$ cat src/rtl/fetch_pkg.sv
// fetch_pkg: shared widths and fetch FSM state encoding.
package fetch_pkg;
   localparam int ADDR_W = 12;
   localparam int INSTR_W = 19;
   typedef enum logic [1:0] {IDLE, REQ, FULL, DROP} fetch_state_t;
endpackage

$ cat src/rtl/fetch_unit.sv
// fetch_unit: instruction fetch with req/ack memory handshake, redirect handling and a valid/ready holding stage.
module fetch_unit
   import fetch_pkg::*;
#(
   parameter int ADDR_W = fetch_pkg::ADDR_W,
   parameter int INSTR_W = fetch_pkg::INSTR_W,
   parameter logic [ADDR_W-1:0] RESET_PC = '0
) (
   input  logic               clk,
   input  logic               rst,
   output logic               imem_req,
   output logic [ADDR_W-1:0]  imem_addr,
   input  logic               imem_ack,
   input  logic [INSTR_W-1:0] imem_rdata,
   input  logic               redirect,
   input  logic [ADDR_W-1:0]  redirect_pc,
   output logic               ir_valid,
   output logic [INSTR_W-1:0] ir,
   output logic [ADDR_W-1:0]  ir_pc,
   input  logic               ir_ready
);
   fetch_state_t state, state_n;
   logic [ADDR_W-1:0] fetch_pc, fetch_pc_n, redir_pc, redir_pc_n, ir_pc_n;
   logic [INSTR_W-1:0] ir_n;

   always_ff @(posedge clk) begin
      if (rst) begin
         state <= IDLE;
         fetch_pc <= RESET_PC;
         redir_pc <= '0;
         ir <= '0;
         ir_pc <= '0;
      end else begin
         state <= state_n;
         fetch_pc <= fetch_pc_n;
         redir_pc <= redir_pc_n;
         ir <= ir_n;
         ir_pc <= ir_pc_n;
      end
   end

   // A redirect during an outstanding request parks in DROP so the in-flight answer is swallowed.
   always_comb begin
      state_n = state;
      fetch_pc_n = fetch_pc;
      redir_pc_n = redir_pc;
      ir_n = ir;
      ir_pc_n = ir_pc;
      case (state)
         IDLE: begin
            state_n = REQ;
            fetch_pc_n = redirect ? redirect_pc : fetch_pc;
         end
         REQ: begin
            if (redirect && imem_ack) begin
               fetch_pc_n = redirect_pc;
            end else if (redirect) begin
               redir_pc_n = redirect_pc;
               state_n = DROP;
            end else if (imem_ack) begin
               ir_n = imem_rdata;
               ir_pc_n = fetch_pc;
               fetch_pc_n = fetch_pc + 1'b1;
               state_n = FULL;
            end
         end
         FULL: begin
            fetch_pc_n = redirect ? redirect_pc : fetch_pc;
            state_n = (redirect || ir_ready) ? REQ : FULL;
         end
         DROP: begin
            redir_pc_n = redirect ? redirect_pc : redir_pc;
            if (imem_ack) begin
               fetch_pc_n = redirect ? redirect_pc : redir_pc;
               state_n = REQ;
            end
         end
         default: state_n = IDLE;
      endcase
   end

   assign imem_req = (state == REQ) || (state == DROP);
   assign ir_valid = (state == FULL);
   assign imem_addr = fetch_pc;
endmodule

$ cat config.mk
export PLATFORM = sky130hd
export DESIGN_NAME = fetch_unit
export DESIGN_NICKNAME = d
export VERILOG_FILES = /design/src/rtl/fetch_pkg.sv /design/src/rtl/fetch_unit.sv
export SDC_FILE = /design/constraint.sdc
export NUM_CORES = 1
export LEC_CHECK = 0
export CAP_MARGIN = 10
export CORE_UTILIZATION = 35
export DETAILED_ROUTE_END_ITERATION = 12
export PLACE_DENSITY_LB_ADDON = 0.2
export SLEW_MARGIN = 0
export SYNTH_ARGS = -nofsm -noshare
export SYNTH_HDL_FRONTEND = slang
export SYNTH_SLANG_ARGS = --single-unit
export TNS_END_PERCENT = 50
$ cat constraint.sdc
create_clock -name clk -period 3.4 [get_ports clk]
set_clock_uncertainty 0.2 [all_clocks]
set_input_delay 1.02 -clock clk [delete_from_list [all_inputs] [get_ports clk]]
set_output_delay 1.02 -clock clk [all_outputs]
set_load 0.1 [all_outputs]
==> results.json, run 1 <==
{
  "dieArea_mm2": 0.008326,
  "start_kind": "flip-flop",
  "postSynthAreaPerCell_um2": 8.127,
  "grt_max_degree": 36,
  "crit_slowest_cell": "sky130_fd_sc_hd__ha_1",
  "clock_latency_ps": 340,
  "floorplan.io_pins": 81,
  "yosysWarningCount": 0,
  "outcome": "complete, no violations",
  "multiInputGateArea_mm2": 0.001491,
  "stdcell_count": 524,
  "critical_path.endpoint_type": "output port",
  "dp.cells": 509,
  "crit_arrival_ps": 1750,
  "timing.final.crit_share_pct": 87.30,
  "critical_path.endpoint": "imem_req",
  "total_inserted_antenna_cells": 0,
  "initial_utilization_pct": 36.08,
  "postCtsResizedCells": 0,
  "async_reset_ff_share_pct": 0,
  "cts_hold_buffers": 0,
  "synth_edf_count": 0,
  "route.met3.wl_um": 252,
  "finalNetCount": 459,
  "static-leakage-power_nw": 1.521,
  "place_ws_ps": 236.7,
  "main_flop_type_after_synthesis": "sky130_fd_sc_hd__dfxtp_1",
  "total_iterations_of_the_first_detailed_routing_run": 4,
  "tritoncts.num_buffers": 9,
  "final_gp_congestion": 0.7801,
  "timing.fmax_mhz": 336.9,
  "clock_slew_seen_by_the_registers_of_the_worst_setup_and_hold_paths_ps": 70,
  "power.total_mw": 2.431,
  "critical_path_data_required_time_ps": 2180,
  "post_dp_cell_area_mm2": 0.003553,
  "crit_fanout": 14,
  "worst_slew_margin_rel_pct": 55.91,
  "criticalPathCategory": "flip-flop to output port",
  "global_route.overflow_total": 0,
  "area_delta_synth_final_pct": 34.07,
  "rr_worst_depth": 6,
  "max-vdd-ir-drop_uv": 293.4,
  "reg2reg_setup_slack_ps": 1050,
  "cts_tree": "done",
  "h_tree_depth_reported_by_cts": 3,
  "grt_antenna_before_repair": 0,
  "regArea_mm2": 0.001141,
  "hold_violations": 0,
  "grt_pass1_wl_mm": 12.35,
  "numClockSinks": 57,
  "chipHeight_um": 91.25,
  "routed_wire_length_per_instance_um": 14.39,
  "row_count": 32,
  "report.final.slew_viol_count": 0,
  "rr_endpoint": "imem_addr[10]",
  "max-cap-violations": 0,
  "syn-instance-count": 343,
  "fp.coreArea_mm2": 0.007727,
  "hp-class": "flip-flop to flip-flop",
  "grt_use_total_pct": 18.69,
  "timing.critical_path.slowest_cell_delay_ps": 510,
  "cp-startpoint": "state[0]",
  "postCtsSetupRepairBufs": 0,
  "grt_pass1_vias": 2532,
  "post-route-worst-setup-slack_ps": 431.9,
  "critical_path.cell_chain": "ha_1, or2_1, buf_12",
  "total_detailed_routing_wirelength_mm": 7.540,
  "final_util_pct": 48.36,
  "yosysUniqueCellTypes": 39,
  "synth-seq-area-share_pct": 40.93,
  "finalCriticalPeriod_ps": 2968,
  "final_setup_violating_endpoints": 0,
  "die_w_um": 91.25,
  "cellPowerDensity_mw_per_mm2": 650.5,
  "drtAntennaViolNets": 0,
  "layout.cell_area.non_filler_mm2": 0.003737,
  "drt_first_iter_violations": 121,
  "synth_seq_cells": 57,
  "synth_fp_nets": 384,
  "worst_hold_slack_ps": 254.8,
  "count_of_buffers_from_port_buffering": 80,
  "unrepaired_setup_endpoints_after_global_routing": "false",
  "drive_above_1_share_pct": 20.85,
  "routed-wl-met2_mm": 3.698,
  "final.setup.tns_ps": 0,
  "dpl.hpwl_mm": 5.170,
  "vias_per_cell": 5.103,
  "area_of_the_mapped_netlist_mm2": 0.002788,
  "remaining_drc_errors": 0,
  "cts_buffer_depth": 2,
  "count_of_vias_placed_by_the_detailed_router": 2674,
  "cts_root_buffer": "sky130_fd_sc_hd__clkbuf_8",
  "wirelength_met1_mm": 3.405,
  "reg2reg_from": "state[0]",
  "topmost_layer_with_routed_signal_wires": "met4",
  "final.fill_count": 777,
  "worst_slew_pin_slew_ps": 661.3
}
==> synthesized netlist by cell type (2+ instances only) <==
master                     instances  area (µm²)
sky130_fd_sc_hd__buf_2             2       10.01
sky130_fd_sc_hd__nor3_1            5       25.02
sky130_fd_sc_hd__and3_1            2       12.51
sky130_fd_sc_hd__nand4_1           2       12.51
sky130_fd_sc_hd__xor2_1            7       61.31
sky130_fd_sc_hd__clkbuf_1         17       63.81
sky130_fd_sc_hd__nand2_1          77       289.0
sky130_fd_sc_hd__nor3b_1           2       15.01
sky130_fd_sc_hd__or2_1             2       12.51
sky130_fd_sc_hd__a311oi_1          5       43.79
sky130_fd_sc_hd__nand3b_1          2       15.01
sky130_fd_sc_hd__inv_1             6       22.52
sky130_fd_sc_hd__a221oi_1          7       61.31
sky130_fd_sc_hd__mux2_2           11       123.9
sky130_fd_sc_hd__nand3_1           6       30.03
sky130_fd_sc_hd__nor3_2            2       20.02
sky130_fd_sc_hd__o41ai_1           2       17.52
sky130_fd_sc_hd__dfxtp_1          57        1141
sky130_fd_sc_hd__ha_1              5       62.56
sky130_fd_sc_hd__a21o_1            3       22.52
sky130_fd_sc_hd__buf_4             3       22.52
sky130_fd_sc_hd__a22oi_1           5       37.54
sky130_fd_sc_hd__buf_6             3       33.78
sky130_fd_sc_hd__xnor2_1           2       17.52
sky130_fd_sc_hd__a21oi_1          51       255.2
sky130_fd_sc_hd__mux2i_1          13       130.1
sky130_fd_sc_hd__o21ai_0           6       30.03
sky130_fd_sc_hd__a211oi_1          2       15.01
sky130_fd_sc_hd__nor2_1           26       97.59
==> final cells by class <==
type	instances	area share, %
multi-input cells	254	39.91
flip-flops and latches	57	30.53
repair buffers	90	20.62
well taps	102	3.415
clock buffers	9	3.314
clock inverters	6	1.607
inverters	6	0.6026
==> worst max-delay path: cells and delay by family (launching register included) <==
family / cells / cell delay, ps
adders and majority gates: 1 / 510
buffers and inverters: 1 / 200
DFF: 1 / 390
and+or+nand+nor: 1 / 290
==> routing by layer <==
| metal | vias up | global-route usage, % |
|---|---|---|
| met1 | 1269 | 23.19 |
| met3 | 13 | 3.183 |
| met2 | 51 | 30.74 |
| met4 | 0 | 10.19 |
| li1 | 1341 | - |
| met5 | - | 0 |
==> power breakdown <==
group          leakage [nW]  internal, mW  switching, mW
registers             0.463         0.739         0.0902
clock network        0.0909         0.330          0.281
logic                 0.967         0.290          0.701
==> cells by family after synthesis <==
family	after synthesis	synth area share [%]
simple gates	130	20.11
compound gates	86	19.12
flops	57	40.93
buf+inv	32	5.655
mux	24	9.111
xor+xnor	9	2.828
fa+ha+maj	5	2.244
==> layout by cell type (no fill, tap or decap), drive strengths merged, types with 3 or more instances in the layout <==
cell type,n
a21oi,51
a311oi,5
nand3,6
clkinv,3
nand2,77
mux2,11
inv,6
ha,5
buf,56
nor2,26
clkdlybuf4s50,34
or2,3
clkbuf,9
mux2i,13
a21o,3
a221oi,7
o21ai,6
nor3,7
dfxtp,57
xor2,7
a22oi,5
==> state kept, by name, summed over array words and instances, names as in the netlist <==
name	flops
imem_addr	12
ir	19
ir_pc	12
redir_pc	12
state	2
==> worst min path at each step <==
stage | endpoint | start | slack, ps | depth (start not counted)
floorplan | redir_pc[0] | redir_pc[0] | 260 | 2
global placement | ir[1] | ir[1] | 240 | 2
detailed placement | ir_pc[6] | ir_pc[6] | 250 | 2
CTS | ir_pc[6] | ir_pc[6] | 260 | 2
global route | ir[0] | ir[0] | 280 | 2
finish | ir[2] | ir[2] | 250 | 2
Power figures use the tool's default switching activity.
==> run 2: changes to the inputs <==
Settings changed: CAP_MARGIN 10 to default, RECOVER_POWER from default to 50.
==> run 2 against run 1 <==
Effect of this change: flip-flop and latch count unchanged; maximum frequency down 2.6%; utilization down 2.2 points; wire length about the same; sequential power about the same; first-iteration DRC count up 16%; total power down 1.9%; hold slack worse by 0.91 ps; combinational power down 4.4%; critical endpoint is now state[1]; largest cell class unchanged; largest power group unchanged; highest routed layer unchanged.
==> results.json, run 2 (synthesized netlist as in run 1, its figures left out) <==
{
  "numClockSinks": 57,
  "static-leakage-power_nw": 1.335,
  "worst_slew_pin_slew_ps": 1196,
  "h_tree_depth_reported_by_cts": 3,
  "route.met3.wl_um": 276,
  "global_route.overflow_total": 0,
  "finalCriticalPeriod_ps": 3046,
  "timing.final.crit_share_pct": 89.60,
  "critical_path.endpoint_type": "flip-flop",
  "clock_latency_ps": 340,
  "clock_slew_seen_by_the_registers_of_the_worst_setup_and_hold_paths_ps": 70,
  "count_of_vias_placed_by_the_detailed_router": 2686,
  "total_iterations_of_the_first_detailed_routing_run": 6,
  "final_setup_violating_endpoints": 0,
  "crit_fanout": 11,
  "final.setup.tns_ps": 0,
  "worst_slew_margin_rel_pct": 20.59,
  "fp.coreArea_mm2": 0.007727,
  "row_count": 32,
  "topmost_layer_with_routed_signal_wires": "met4",
  "final_gp_congestion": 0.7801,
  "grt_pass1_vias": 2532,
  "grt_max_degree": 36,
  "power.total_mw": 2.385,
  "drive_above_1_share_pct": 10.43,
  "cts_tree": "done",
  "total_inserted_antenna_cells": 0,
  "largest_reg_flops": 19,
  "cts_root_buffer": "sky130_fd_sc_hd__clkbuf_8",
  "outcome": "complete, no violations",
  "hold_violations": 0,
  "dieArea_mm2": 0.008326,
  "postCtsSetupRepairBufs": 0,
  "max-cap-violations": 0,
  "cts_hold_buffers": 0,
  "reg2reg_setup_slack_ps": 1040,
  "remaining_drc_errors": 0,
  "timing.fmax_mhz": 328.3,
  "grt_antenna_before_repair": 0,
  "area_delta_synth_final_pct": 27.96,
  "chipHeight_um": 91.25,
  "report.final.slew_viol_count": 0,
  "final.fill_count": 831,
  "cellPowerDensity_mw_per_mm2": 668.7,
  "postCtsResizedCells": 0,
  "start_kind": "input port",
  "die_w_um": 91.25,
  "unrepaired_setup_endpoints_after_global_routing": "false",
  "stdcell_count": 524,
  "drt_first_iter_violations": 140,
  "grt_pass1_wl_mm": 12.35,
  "most_common_cell_after_layout_fill_and_taps_aside": "sky130_fd_sc_hd__nand2_1",
  "wirelength_met1_mm": 3.393,
  "dpl.hpwl_mm": 5.170,
  "count_of_buffers_from_port_buffering": 80,
  "critical_path_data_required_time_ps": 3470,
  "finalNetCount": 459,
  "cts_buffer_depth": 2,
  "routed_wire_length_per_instance_um": 14.39,
  "dp.cells": 509,
  "final_util_pct": 46.16,
  "hp-class": "flip-flop to flip-flop",
  "layout_common_cells": "sky130_fd_sc_hd__nand2_1, sky130_fd_sc_hd__dfxtp_1, sky130_fd_sc_hd__a21oi_1, sky130_fd_sc_hd__clkbuf_1, sky130_fd_sc_hd__clkdlybuf4s50_1",
  "initial_utilization_pct": 36.08,
  "grt_use_total_pct": 18.69,
  "tritoncts.num_buffers": 9,
  "vias_per_cell": 5.126,
  "routed-wl-met2_mm": 3.686,
  "criticalPathCategory": "input port to flip-flop",
  "crit_arrival_ps": 3120,
  "total_detailed_routing_wirelength_mm": 7.541,
  "largest_reg_by_ff_count": "ir",
  "max-vdd-ir-drop_uv": 284.3,
  "drtAntennaViolNets": 0,
  "floorplan.io_pins": 81
}
-- run 2: changes by cell type in the layout (fill, tap and decap cells not counted) --
cell,change
sky130_fd_sc_hd__clkdlybuf4s50_1,-1
sky130_fd_sc_hd__clkbuf_1,+44
sky130_fd_sc_hd__clkbuf_2,+2
sky130_fd_sc_hd__dlygate4sd3_1,+1
sky130_fd_sc_hd__buf_4,-46
-- run 2: worst max-delay path, stage by stage --
cell and delay, ps:
sky130_fd_sc_hd__dlygate4sd3_1 840, sky130_fd_sc_hd__clkbuf_1 310, sky130_fd_sc_hd__and2_1 330, sky130_fd_sc_hd__a2bb2oi_1 180, sky130_fd_sc_hd__or2_2 300, sky130_fd_sc_hd__a21oi_1 130
-- run 2: report_power, final --
group	switching, mW	leakage [nW]	internal (mW)	total, mW
Sequential	0.0885	0.463	0.739	0.828
Combinational	0.702	0.781	0.245	0.947
Clock	0.281	0.0909	0.330	0.611
Total	1.07	1.34	1.31	2.39
-- run 2: metrics by stage --
stage / cell area (µm²) / setup slack, ps / hold slack (ps)
after floorplan: 2788 / 849.9 / 259.3
after global placement: 3553 / 266.3 / 243.3
after detailed placement: 3553 / 236.7 / 248.6
after CTS: 3737 / 463.9 / 257.6
after global routing: 3567 / 172.3 / 275.1
final: 3567 / 353.7 / 253.8
-- run 2: path summary, 6_finish.rpt --
kind	depth (start not counted)	startpoint	endpoint
worst max-delay path	6	redirect	state[1]
worst min-delay path	2	ir[2]	ir[2]
worst max register to register	6	state[0]	imem_addr[10]
worst min register to register	2	ir[2]	ir[2]
-- run 2: final cells by class --
class | instances | area, µm² | share of cell area [%]
Tap cell | 102 | 127.6 | 3.578
Sequential cell | 57 | 1141 | 31.99
Inverter | 6 | 22.52 | 0.6314
Clock inverter | 6 | 60.06 | 1.684
Multi-Input combinational cell | 254 | 1491 | 41.81
Timing Repair Buffer | 90 | 600.6 | 16.84
Clock buffer | 9 | 123.9 | 3.472
-- run 2: metal layers --
| layer | global-route usage (%) | vias to the layer above |
|---|---|---|
| met1 | 23.19 | 1265 |
| li1 | - | 1340 |
| met4 | 10.19 | 0 |
| met3 | 3.183 | 13 |
| met5 | 0 | - |
| met2 | 30.74 | 68 |
